<file path="src/rtl/id_stage_p_if.sv">
// Decode/issue stage bus: IF/ID instruction fields, writeback port, ID/EX slot and
// status outputs.
interface id_stage_p_if #(
  parameter int unsigned DW   = 16,
  parameter int unsigned NREG = 8,
  parameter int unsigned AW   = $clog2(NREG)
);
  logic          in_valid;
  logic          in_ready;
  logic [AW-1:0] dec_rs_sel;
  logic [AW-1:0] dec_rt_sel;
  logic          dec_rs_used;
  logic          dec_rt_used;
  logic          dec_wr_en;
  logic [AW-1:0] dec_wr_sel;
  logic [DW-1:0] dec_imm;
  logic          dec_br;
  logic [1:0]    dec_cond;
  logic          dec_jmp;
  logic          dec_jr;
  logic          dec_halt;
  logic [DW-1:0] pc_2;
  logic          wb_en;
  logic [AW-1:0] wb_sel;
  logic [DW-1:0] wb_data;
  logic          ex_valid;
  logic [DW-1:0] ex_rs_data;
  logic [DW-1:0] ex_rt_data;
  logic [DW-1:0] ex_imm;
  logic [DW-1:0] ex_pc_2;
  logic          ex_wr_en;
  logic [AW-1:0] ex_wr_sel;
  logic          ex_halt;
  logic          redirect;
  logic [DW-1:0] redirect_pc;
  logic          halted;
  logic          err;

  modport slave (
    input  in_valid, dec_rs_sel, dec_rt_sel, dec_rs_used, dec_rt_used, dec_wr_en,
           dec_wr_sel, dec_imm, dec_br, dec_cond, dec_jmp, dec_jr, dec_halt, pc_2,
           wb_en, wb_sel, wb_data,
    output in_ready, ex_valid, ex_rs_data, ex_rt_data, ex_imm, ex_pc_2, ex_wr_en,
           ex_wr_sel, ex_halt, redirect, redirect_pc, halted, err
  );

  modport master (
    output in_valid, dec_rs_sel, dec_rt_sel, dec_rs_used, dec_rt_used, dec_wr_en,
           dec_wr_sel, dec_imm, dec_br, dec_cond, dec_jmp, dec_jr, dec_halt, pc_2,
           wb_en, wb_sel, wb_data,
    input  in_ready, ex_valid, ex_rs_data, ex_rt_data, ex_imm, ex_pc_2, ex_wr_en,
           ex_wr_sel, ex_halt, redirect, redirect_pc, halted, err
  );
endinterface

</file>
<file path="src/rtl/id_stage_p.sv">
// Decode/issue stage: register file with write-through bypass, per-register writer
// scoreboard interlock, branch/jump resolution and a registered ID/EX slot.
module id_stage_p #(
  parameter int unsigned DW    = 16,
  parameter int unsigned NREG  = 8,
  parameter int unsigned AW    = $clog2(NREG),
  parameter int unsigned CNT_W = 2
) (
  input  logic         clk,
  input  logic         rst,
  id_stage_p_if.slave  io
);

  localparam logic [CNT_W-1:0] CntMax = '1;

  logic [DW-1:0]    rf_q  [NREG];
  logic [CNT_W-1:0] cnt_q [NREG];
  logic [CNT_W-1:0] cnt_d [NREG];

  logic [DW-1:0] rs_data, rt_data;
  logic          rs_byp, rt_byp, wr_byp;
  logic          rs_haz, rt_haz, wr_full;
  logic          stall, issue, cond_true, sb_err, sb_inc, sb_dec;

  logic          ex_valid_q, ex_wr_en_q, ex_halt_q, halted_q, err_q;
  logic [DW-1:0] ex_rs_q, ex_rt_q, ex_imm_q, ex_pc_2_q;
  logic [AW-1:0] ex_wr_sel_q;

  assign rs_byp  = io.wb_en && (io.wb_sel == io.dec_rs_sel);
  assign rt_byp  = io.wb_en && (io.wb_sel == io.dec_rt_sel);
  assign wr_byp  = io.wb_en && (io.wb_sel == io.dec_wr_sel);
  assign rs_data = rs_byp ? io.wb_data : rf_q[io.dec_rs_sel];
  assign rt_data = rt_byp ? io.wb_data : rf_q[io.dec_rt_sel];

  // A single outstanding writer is cleared by a same-cycle writeback via the bypass.
  assign rs_haz = io.dec_rs_used && ((cnt_q[io.dec_rs_sel] > CNT_W'(1)) ||
                  ((cnt_q[io.dec_rs_sel] == CNT_W'(1)) && !rs_byp));
  assign rt_haz = io.dec_rt_used && ((cnt_q[io.dec_rt_sel] > CNT_W'(1)) ||
                  ((cnt_q[io.dec_rt_sel] == CNT_W'(1)) && !rt_byp));
  assign wr_full = io.dec_wr_en && (cnt_q[io.dec_wr_sel] == CntMax) && !wr_byp;

  assign stall       = rs_haz || rt_haz || wr_full || halted_q;
  assign issue       = io.in_valid && !stall;
  assign io.in_ready = issue;

  always_comb begin
    cond_true = 1'b0;
    unique case (io.dec_cond)
      2'b00:   cond_true = (rs_data == '0);
      2'b01:   cond_true = (rs_data != '0);
      2'b10:   cond_true = rs_data[DW-1];
      default: cond_true = !rs_data[DW-1];
    endcase
  end

  assign io.redirect    = issue && ((io.dec_br && cond_true) || io.dec_jmp || io.dec_jr);
  assign io.redirect_pc = (io.dec_jr ? rs_data : io.pc_2) + io.dec_imm;

  always_comb begin
    sb_err = 1'b0;
    sb_inc = 1'b0;
    sb_dec = 1'b0;
    for (int i = 0; i < NREG; i++) begin
      cnt_d[i] = cnt_q[i];
      sb_inc   = issue && io.dec_wr_en && (io.dec_wr_sel == AW'(i));
      sb_dec   = io.wb_en && (io.wb_sel == AW'(i));
      if (sb_dec && (cnt_q[i] == '0)) sb_err = 1'b1;
      if (sb_inc && !sb_dec) begin
        if (cnt_q[i] == CntMax) sb_err = 1'b1;
        else                    cnt_d[i] = cnt_q[i] + 1'b1;
      end else if (sb_dec && !sb_inc && (cnt_q[i] != '0)) begin
        cnt_d[i] = cnt_q[i] - 1'b1;
      end
    end
  end

  always_ff @(posedge clk or posedge rst) begin
    if (rst) begin
      for (int i = 0; i < NREG; i++) rf_q[i] <= '0;
    end else if (io.wb_en) begin
      rf_q[io.wb_sel] <= io.wb_data;
    end
  end

  always_ff @(posedge clk or posedge rst) begin
    if (rst) begin
      for (int i = 0; i < NREG; i++) cnt_q[i] <= '0;
      ex_valid_q  <= 1'b0;
      ex_wr_en_q  <= 1'b0;
      ex_halt_q   <= 1'b0;
      ex_wr_sel_q <= '0;
      ex_rs_q     <= '0;
      ex_rt_q     <= '0;
      ex_imm_q    <= '0;
      ex_pc_2_q   <= '0;
      halted_q    <= 1'b0;
      err_q       <= 1'b0;
    end else begin
      for (int i = 0; i < NREG; i++) cnt_q[i] <= cnt_d[i];
      ex_valid_q <= issue;
      if (issue) begin
        ex_rs_q     <= rs_data;
        ex_rt_q     <= rt_data;
        ex_imm_q    <= io.dec_imm;
        ex_pc_2_q   <= io.pc_2;
        ex_wr_en_q  <= io.dec_wr_en;
        ex_wr_sel_q <= io.dec_wr_sel;
        ex_halt_q   <= io.dec_halt;
        if (io.dec_halt) halted_q <= 1'b1;
      end
      if (sb_err) err_q <= 1'b1;
    end
  end

  assign io.ex_valid   = ex_valid_q;
  assign io.ex_rs_data = ex_rs_q;
  assign io.ex_rt_data = ex_rt_q;
  assign io.ex_imm     = ex_imm_q;
  assign io.ex_pc_2    = ex_pc_2_q;
  assign io.ex_wr_en   = ex_wr_en_q;
  assign io.ex_wr_sel  = ex_wr_sel_q;
  assign io.ex_halt    = ex_halt_q;
  assign io.halted     = halted_q;
  assign io.err        = err_q;

endmodule
</file>
<file path="src/flat_wrapper.sv">
// flat-port wrapper written by rule: the top's interface ports become plain ports
module id_stage_p_flat 
#(
  parameter int unsigned DW    = 16,
  parameter int unsigned NREG  = 8,
  parameter int unsigned AW    = $clog2(NREG),
  parameter int unsigned CNT_W = 2
)
  (clk, rst, io_in_valid, io_dec_rs_sel, io_dec_rt_sel, io_dec_rs_used, io_dec_rt_used, io_dec_wr_en, io_dec_wr_sel, io_dec_imm, io_dec_br, io_dec_cond, io_dec_jmp, io_dec_jr, io_dec_halt, io_pc_2, io_wb_en, io_wb_sel, io_wb_data, io_in_ready, io_ex_valid, io_ex_rs_data, io_ex_rt_data, io_ex_imm, io_ex_pc_2, io_ex_wr_en, io_ex_wr_sel, io_ex_halt, io_redirect, io_redirect_pc, io_halted, io_err);
  id_stage_p_if #(.DW(DW), .NREG(NREG), .AW(AW)) io_i ();
  input  logic clk;
  input  logic rst;
  input wire logic [$bits(io_i.in_valid)-1:0] io_in_valid;
  input wire logic [$bits(io_i.dec_rs_sel)-1:0] io_dec_rs_sel;
  input wire logic [$bits(io_i.dec_rt_sel)-1:0] io_dec_rt_sel;
  input wire logic [$bits(io_i.dec_rs_used)-1:0] io_dec_rs_used;
  input wire logic [$bits(io_i.dec_rt_used)-1:0] io_dec_rt_used;
  input wire logic [$bits(io_i.dec_wr_en)-1:0] io_dec_wr_en;
  input wire logic [$bits(io_i.dec_wr_sel)-1:0] io_dec_wr_sel;
  input wire logic [$bits(io_i.dec_imm)-1:0] io_dec_imm;
  input wire logic [$bits(io_i.dec_br)-1:0] io_dec_br;
  input wire logic [$bits(io_i.dec_cond)-1:0] io_dec_cond;
  input wire logic [$bits(io_i.dec_jmp)-1:0] io_dec_jmp;
  input wire logic [$bits(io_i.dec_jr)-1:0] io_dec_jr;
  input wire logic [$bits(io_i.dec_halt)-1:0] io_dec_halt;
  input wire logic [$bits(io_i.pc_2)-1:0] io_pc_2;
  input wire logic [$bits(io_i.wb_en)-1:0] io_wb_en;
  input wire logic [$bits(io_i.wb_sel)-1:0] io_wb_sel;
  input wire logic [$bits(io_i.wb_data)-1:0] io_wb_data;
  output wire logic [$bits(io_i.in_ready)-1:0] io_in_ready;
  output wire logic [$bits(io_i.ex_valid)-1:0] io_ex_valid;
  output wire logic [$bits(io_i.ex_rs_data)-1:0] io_ex_rs_data;
  output wire logic [$bits(io_i.ex_rt_data)-1:0] io_ex_rt_data;
  output wire logic [$bits(io_i.ex_imm)-1:0] io_ex_imm;
  output wire logic [$bits(io_i.ex_pc_2)-1:0] io_ex_pc_2;
  output wire logic [$bits(io_i.ex_wr_en)-1:0] io_ex_wr_en;
  output wire logic [$bits(io_i.ex_wr_sel)-1:0] io_ex_wr_sel;
  output wire logic [$bits(io_i.ex_halt)-1:0] io_ex_halt;
  output wire logic [$bits(io_i.redirect)-1:0] io_redirect;
  output wire logic [$bits(io_i.redirect_pc)-1:0] io_redirect_pc;
  output wire logic [$bits(io_i.halted)-1:0] io_halted;
  output wire logic [$bits(io_i.err)-1:0] io_err;
  assign io_i.in_valid = io_in_valid;
  assign io_i.dec_rs_sel = io_dec_rs_sel;
  assign io_i.dec_rt_sel = io_dec_rt_sel;
  assign io_i.dec_rs_used = io_dec_rs_used;
  assign io_i.dec_rt_used = io_dec_rt_used;
  assign io_i.dec_wr_en = io_dec_wr_en;
  assign io_i.dec_wr_sel = io_dec_wr_sel;
  assign io_i.dec_imm = io_dec_imm;
  assign io_i.dec_br = io_dec_br;
  assign io_i.dec_cond = io_dec_cond;
  assign io_i.dec_jmp = io_dec_jmp;
  assign io_i.dec_jr = io_dec_jr;
  assign io_i.dec_halt = io_dec_halt;
  assign io_i.pc_2 = io_pc_2;
  assign io_i.wb_en = io_wb_en;
  assign io_i.wb_sel = io_wb_sel;
  assign io_i.wb_data = io_wb_data;
  assign io_in_ready = io_i.in_ready;
  assign io_ex_valid = io_i.ex_valid;
  assign io_ex_rs_data = io_i.ex_rs_data;
  assign io_ex_rt_data = io_i.ex_rt_data;
  assign io_ex_imm = io_i.ex_imm;
  assign io_ex_pc_2 = io_i.ex_pc_2;
  assign io_ex_wr_en = io_i.ex_wr_en;
  assign io_ex_wr_sel = io_i.ex_wr_sel;
  assign io_ex_halt = io_i.ex_halt;
  assign io_redirect = io_i.redirect;
  assign io_redirect_pc = io_i.redirect_pc;
  assign io_halted = io_i.halted;
  assign io_err = io_i.err;
  id_stage_p #(.DW(DW), .NREG(NREG), .AW(AW), .CNT_W(CNT_W)) u_core (.clk(clk), .rst(rst), .io(io_i));
endmodule
</file>
<file path="config.mk">
export PLATFORM = sky130hd
export DESIGN_NAME = id_stage_p_flat
export DESIGN_NICKNAME = d
export VERILOG_FILES = /design/src/rtl/id_stage_p_if.sv /design/src/rtl/id_stage_p.sv /design/src/flat_wrapper.sv
export SDC_FILE = /design/constraint.sdc
export NUM_CORES = 1
export LEC_CHECK = 0
export BUFFER_PORTS_ARGS = -buffer_cell sky130_fd_sc_hd__buf_2
export CORE_ASPECT_RATIO = 0.7
export CORE_MARGIN = 2
export CORE_UTILIZATION = 38
export CTS_BUF_LIST = sky130_fd_sc_hd__clkbuf_4 sky130_fd_sc_hd__clkbuf_8
export DETAILED_ROUTE_END_ITERATION = 7
export GPL_TIMING_DRIVEN = 0
export HOLD_SLACK_MARGIN = 0.06
export PLACE_DENSITY = 0.61
export SLEW_MARGIN = 10
export SYNTH_ARGS = -nofsm -noshare
export SYNTH_HDL_FRONTEND = slang
export SYNTH_SLANG_ARGS = --single-unit
</file>
<file path="constraint.sdc">
create_clock -name clk -period 15.6 [get_ports clk]
set_input_delay 0 -clock clk [delete_from_list [all_inputs] [get_ports clk]]
set_output_delay 0 -clock clk [all_outputs]
set_load 0.005 [all_outputs]
</file>
==> flow_summary.html <==
<table>
<tr><th>Metric</th><th>Value</th></tr>
<tr><th colspan="2">Synth</th></tr>
<tr><td>Biggest area consumer among synthesized cells</td><td>sky130_fd_sc_hd__dfrtp_1</td></tr>
<tr><td>Register area share after synthesis</td><td>45.20%</td></tr>
<tr><td>Synth Register Bits</td><td>216</td></tr>
<tr><td>Netlist cell types</td><td>61</td></tr>
<tr><td>Number of warning messages in the yosys log</td><td>0</td></tr>
<tr><td>Fraction of registers with async set or reset after synthesis</td><td>100.0%</td></tr>
<tr><td>Primary FF master, synth</td><td>sky130_fd_sc_hd__dfrtp_1</td></tr>
<tr><td>Cell types with the largest area share after synthesis</td><td>sky130_fd_sc_hd__dfrtp_1 45%, sky130_fd_sc_hd__mux2_2 15%, sky130_fd_sc_hd__mux4_2 14%</td></tr>
<tr><td>Syn Inst Count</td><td>998</td></tr>
<tr><td>Cell area after synthesis</td><td>11960 sq um</td></tr>
<tr><td>Top-area cell type share of the netlist area</td><td>45.20%</td></tr>
<tr><td>Count of flip-flops with a built-in enable after synthesis</td><td>0</td></tr>
<tr><td>Synthesized area per cell</td><td>11.98 sq um</td></tr>
<tr><td>Synthesized Nets</td><td>1087</td></tr>
<tr><th colspan="2">Pwr</th></tr>
<tr><td>P_sw</td><td>0.0006442 W</td></tr>
<tr><td>Worst voltage drop across the vdd grid</td><td>0.05788 mV</td></tr>
<tr><td>Static power due to leakage</td><td>6.492 nW</td></tr>
<tr><td>Combinational Power Share</td><td>31.3%</td></tr>
<tr><td>Sw frac</td><td>32.23%</td></tr>
<tr><td>Power per unit of standard cell area</td><td>137.1 nW/um^2</td></tr>
<tr><td>Total Power</td><td>0.001999 W</td></tr>
<tr><td>Sequential fraction of design power</td><td>41.9%</td></tr>
<tr><td>Internal power of the cells</td><td>0.001355 W</td></tr>
<tr><td>Proportion of power drawn by the clock network</td><td>26.8%</td></tr>
<tr><th colspan="2">Placed design</th></tr>
<tr><td>Count of buffers from port buffering</td><td>137</td></tr>
<tr><td>Instance area after placement</td><td>13250 sq um</td></tr>
<tr><td>Half-perimeter wire length of the detailed placement result</td><td>25.14 mm</td></tr>
<tr><td>Setup Slack @ Placement</td><td>11.26 ns</td></tr>
<tr><td>Placer congestion estimate</td><td>0.8501</td></tr>
<tr><th colspan="2">Cells and area</th></tr>
<tr><td>Count of filler cells inserted in the layout</td><td>2870</td></tr>
<tr><td>Cell area after layout</td><td>14580 sq um</td></tr>
<tr><td>Layout overhead on the synthesized area</td><td>21.96%</td></tr>
<tr><td>Number of nets in the finished design</td><td>1324</td></tr>
<tr><td>Final core utilization</td><td>46.92%</td></tr>
<tr><td>Total inserted antenna cells</td><td>0</td></tr>
<tr><td>Share of layout cells above drive strength 1</td><td>37.98%</td></tr>
<tr><th colspan="2">Drt</th></tr>
<tr><td>Violation count after the first detailed-route iteration</td><td>924</td></tr>
<tr><td>Average detailed-routed wire length per instance</td><td>21.59 microns</td></tr>
<tr><td>Final routed DRC violation total</td><td>0</td></tr>
<tr><td>Sum of routed wire length over all layers</td><td>36.18 mm</td></tr>
<tr><td>DRT Pass-1 Iters</td><td>6</td></tr>
<tr><td>Per-cell via count in the routed design</td><td>5.505</td></tr>
<tr><td>Post-route ant nets</td><td>0</td></tr>
<tr><td>Total via count after detailed routing</td><td>9227</td></tr>
<tr><th colspan="2">Critical path</th></tr>
<tr><td>Critical path start-end classification</td><td>in -&gt; out</td></tr>
<tr><td>Setup crit end kind</td><td>primary output</td></tr>
<tr><td>Capture instance of the worst register-to-register path</td><td>u_core.io.ex_rt_data[5]</td></tr>
<tr><td>Kind of start point of the critical path</td><td>input port</td></tr>
<tr><td>Largest driver fanout on the critical path</td><td>10</td></tr>
<tr><td>Required time reported for the critical path endpoint</td><td>15.60 ns</td></tr>
<tr><td>Setup slack of the most critical reg-to-reg path</td><td>12.40 ns</td></tr>
<tr><td>Data arrival time of the critical path</td><td>4.98 ns</td></tr>
<tr><td>Critical R2R Launch</td><td>u_core.cnt_q[0]</td></tr>
<tr><td>R2R depth</td><td>10</td></tr>
<tr><th colspan="2">Min path</th></tr>
<tr><td>Worst min-delay path class</td><td>in -&gt; reg</td></tr>
<tr><td>Launch point of the worst hold path</td><td>io_in_valid</td></tr>
<tr><td>Hold Path End</td><td>u_core.io.ex_wr_sel[0]</td></tr>
<tr><td>Worst hold path cell count</td><td>5</td></tr>
<tr><th colspan="2">Clock tree</th></tr>
<tr><td>Total clock buffers created by CTS</td><td>36</td></tr>
<tr><td>H-tree depth reported by CTS</td><td>2</td></tr>
<tr><td>Clock buffer depth</td><td>3</td></tr>
<tr><td>Resized Gates After CTS</td><td>0</td></tr>
<tr><td>Clock sinks</td><td>216</td></tr>
<tr><td>Clock tree from TritonCTS</td><td>built</td></tr>
<tr><td>Worst-skew pair later-pin latency</td><td>0.55 ns</td></tr>
<tr><td>Library cell used as clock root buffer</td><td>sky130_fd_sc_hd__clkbuf_8</td></tr>
<tr><td>Clock-pin slew on the worst setup and hold paths</td><td>0.06 ns</td></tr>
<tr><td>Number of setup buffers added after CTS</td><td>0</td></tr>
<tr><td>Number of hold-repair buffers added at the cts stage</td><td>59</td></tr>
<tr><th colspan="2">Timing</th></tr>
<tr><td>Peak Freq</td><td>200.8 MHz</td></tr>
<tr><td>Least-Margin Pin Slew</td><td>1.185 ns</td></tr>
<tr><td>PnR worst setup slack</td><td>10.62 ns</td></tr>
<tr><td>Setup violators final</td><td>0</td></tr>
<tr><td>Final clock period utilization by the worst path</td><td>31.92%</td></tr>
<tr><td>Post-layout minimum cycle time</td><td>4.980 ns</td></tr>
<tr><td>Final clock skew</td><td>0.01066 ns</td></tr>
<tr><td>Final Hold Fails</td><td>0</td></tr>
<tr><td>Pins over their slew limit</td><td>0</td></tr>
<tr><td>Accumulated negative setup slack</td><td>0 ns</td></tr>
<tr><td>Setup repair after global routing missed its margin</td><td>no</td></tr>
<tr><td>Worst slew margin relative to its limit</td><td>21.03%</td></tr>
<tr><th colspan="2">Floorplanning</th></tr>
<tr><td>Area of the placeable core</td><td>31080 sq um</td></tr>
<tr><td>Height of the chip</td><td>152.4 microns</td></tr>
<tr><td>Cell row count</td><td>54</td></tr>
<tr><td>Die width</td><td>216.0 microns</td></tr>
<tr><td>Initial standard-cell utilization of the core</td><td>38.47%</td></tr>
<tr><td>Die ar.</td><td>32930 sq um</td></tr>
<tr><td>Number of ports placed on the die boundary</td><td>163</td></tr>
<tr><th colspan="2">Global routing</th></tr>
<tr><td>Vias in the first global route</td><td>9118</td></tr>
<tr><td>Global-route wire length before repair</td><td>55.74 mm</td></tr>
<tr><td>Largest net degree at the start of global routing</td><td>101</td></tr>
<tr><td>GRT Residual Overflow</td><td>0</td></tr>
<tr><td>Overall track demand over capacity in global routing</td><td>22.18%</td></tr>
<tr><td>Initial antenna violation count</td><td>1</td></tr>
<tr><th colspan="2">Status</th></tr>
<tr><td>Outcome</td><td>finished clean</td></tr>
<tr><th colspan="2">Flow run</th></tr>
<tr><td>Number of maximum-capacitance violations</td><td>0</td></tr>
</table>
[cell usage in the layout (no fill, tap or decap), drive strengths merged, types with 3 or more instances in the layout]
cell,n
nand4,7
dlygate4sd3,59
xnor2,21
a211o,4
o31a,3
ha,15
nand3,13
o21a,10
nor2,32
a211oi,4
dfrtp,216
a21oi,31
mux4,73
nand2,152
clkbuf,95
a21o,3
o211ai,3
nor4,5
inv,21
xor2,4
o21ai,50
o21bai,5
clkinv,3
nor3,13
nand3b,3
mux2i,33
nand2b,3
buf,177
mux2,163
[cells in the mapped netlist, types with 3 or more instances]
library cell	instances
sky130_fd_sc_hd__mux2i_1	33
sky130_fd_sc_hd__nand4_1	7
sky130_fd_sc_hd__o21ai_0	49
sky130_fd_sc_hd__a21o_1	3
sky130_fd_sc_hd__xnor2_1	21
sky130_fd_sc_hd__mux4_2	73
sky130_fd_sc_hd__inv_1	18
sky130_fd_sc_hd__buf_2	14
sky130_fd_sc_hd__o211ai_1	3
sky130_fd_sc_hd__a211o_1	4
sky130_fd_sc_hd__clkbuf_1	39
sky130_fd_sc_hd__nor2_1	32
sky130_fd_sc_hd__xor2_1	4
sky130_fd_sc_hd__buf_4	10
sky130_fd_sc_hd__nor3_1	13
sky130_fd_sc_hd__o21bai_1	5
sky130_fd_sc_hd__ha_1	15
sky130_fd_sc_hd__nor4_1	4
sky130_fd_sc_hd__nand3_1	12
sky130_fd_sc_hd__buf_1	12
sky130_fd_sc_hd__a21oi_1	31
sky130_fd_sc_hd__o21a_1	10
sky130_fd_sc_hd__dfrtp_1	216
sky130_fd_sc_hd__nand3b_1	3
sky130_fd_sc_hd__o31a_1	3
sky130_fd_sc_hd__a211oi_1	4
sky130_fd_sc_hd__nand2_1	152
sky130_fd_sc_hd__mux2_2	163
sky130_fd_sc_hd__nand2b_1	3
[flip-flops by register name (all words and copies together) (netlist names)]
name                  cells
u_core.cnt_q             16
u_core.io.err             1
u_core.io.ex_halt         1
u_core.io.ex_wr_en        1
u_core.io.ex_rt_data     16
u_core.io.halted          1
u_core.io.ex_wr_sel       3
u_core.io.ex_rs_data     16
u_core.io.ex_pc_2        16
u_core.rf_q             128
u_core.io.ex_imm         16
u_core.io.ex_valid        1
[cell families after synthesis]
kind of cell / after synthesis / synth area share, %
buffers and inverters: 98 / 3.610
adder cells (fa/ha/maj): 16 / 1.737
XOR/XNOR: 25 / 1.831
AND/OR/NAND/NOR: 244 / 8.946
flip-flops: 216 / 45.20
multiplexers: 269 / 31.86
AO/OA/AOI/OAI: 130 / 6.812
[worst max-delay path, stage by stage]
cell and delay (ns):
sky130_fd_sc_hd__dlygate4sd3_1 0.55, sky130_fd_sc_hd__buf_2 0.21, sky130_fd_sc_hd__xnor2_1 0.15, sky130_fd_sc_hd__nand4_1 0.41, sky130_fd_sc_hd__clkbuf_1 0.67, sky130_fd_sc_hd__a21oi_1 0.34
sky130_fd_sc_hd__mux2_2 0.36, sky130_fd_sc_hd__ha_1 0.21, sky130_fd_sc_hd__fa_1 0.40, sky130_fd_sc_hd__a21o_1 0.20, sky130_fd_sc_hd__a21oi_1 0.26, sky130_fd_sc_hd__o21bai_1 0.14
sky130_fd_sc_hd__a31oi_1 0.31, sky130_fd_sc_hd__o211ai_1 0.17, sky130_fd_sc_hd__a31oi_1 0.19, sky130_fd_sc_hd__o21bai_1 0.09, sky130_fd_sc_hd__xor2_1 0.16, sky130_fd_sc_hd__buf_2 0.14
[worst max-delay path by stage]
stage                           endpoint  cells past startpoint    startpoint
finish                io_redirect_pc[14]                     18  io_wb_sel[1]
global route          io_redirect_pc[14]                     18  io_wb_sel[1]
CTS                   io_redirect_pc[14]                     18  io_wb_sel[1]
detailed placement    io_redirect_pc[14]                     17  io_wb_sel[2]
global placement    u_core.io.ex_pc_2[7]                      2           rst
floorplan                u_core.cnt_q[0]                      1           rst
[power by group through the flow]
stage          combinational (W)  clock [W]  sequential, W
5_1_grt                 0.000687   0.000571       0.000859
6_report                0.000626   0.000536       0.000837
3_3_place_gp            0.000602          0       0.000834
3_5_place_dp            0.000614          0       0.000842
2_1_floorplan           0.000385          0       0.000825
4_1_cts                 0.000628   0.000545       0.000833
[through the flow]
stage / hold slack, ns / cells
finish: 0.1017 / 1676
floorplan: 0.1054 / 998
global placement: 0.2126 / 1555
detailed placement: -0.02561 / 1558
CTS: 0.07215 / 1676
global route: 0.1319 / 1676
[layout make-up]
cell class | count | area, sq um | area share, %
clock inverters | 4 | 26.28 | 0.1802
flip-flops and latches | 216 | 5405 | 37.06
multi-input cells | 684 | 6126 | 42.00
repair buffers | 199 | 1343 | 9.206
well taps | 420 | 525.5 | 3.603
plain buffers | 77 | 352.8 | 2.419
clock buffers | 55 | 719.4 | 4.933
inverters | 21 | 86.33 | 0.5920
[metal layers]
| metal | routed length (microns) | up-vias | track usage (%) |
|---|---|---|---|
| li1 | - | 4116 | - |
| met3 | 2955 | 65 | 5.449 |
| met5 | 13 | - | 0 |
| met2 | 15530 | 353 | 32.29 |
| met4 | 769 | 2 | 6.164 |
| met1 | 16920 | 4691 | 32.89 |
(Power assumes the default switching activity.)
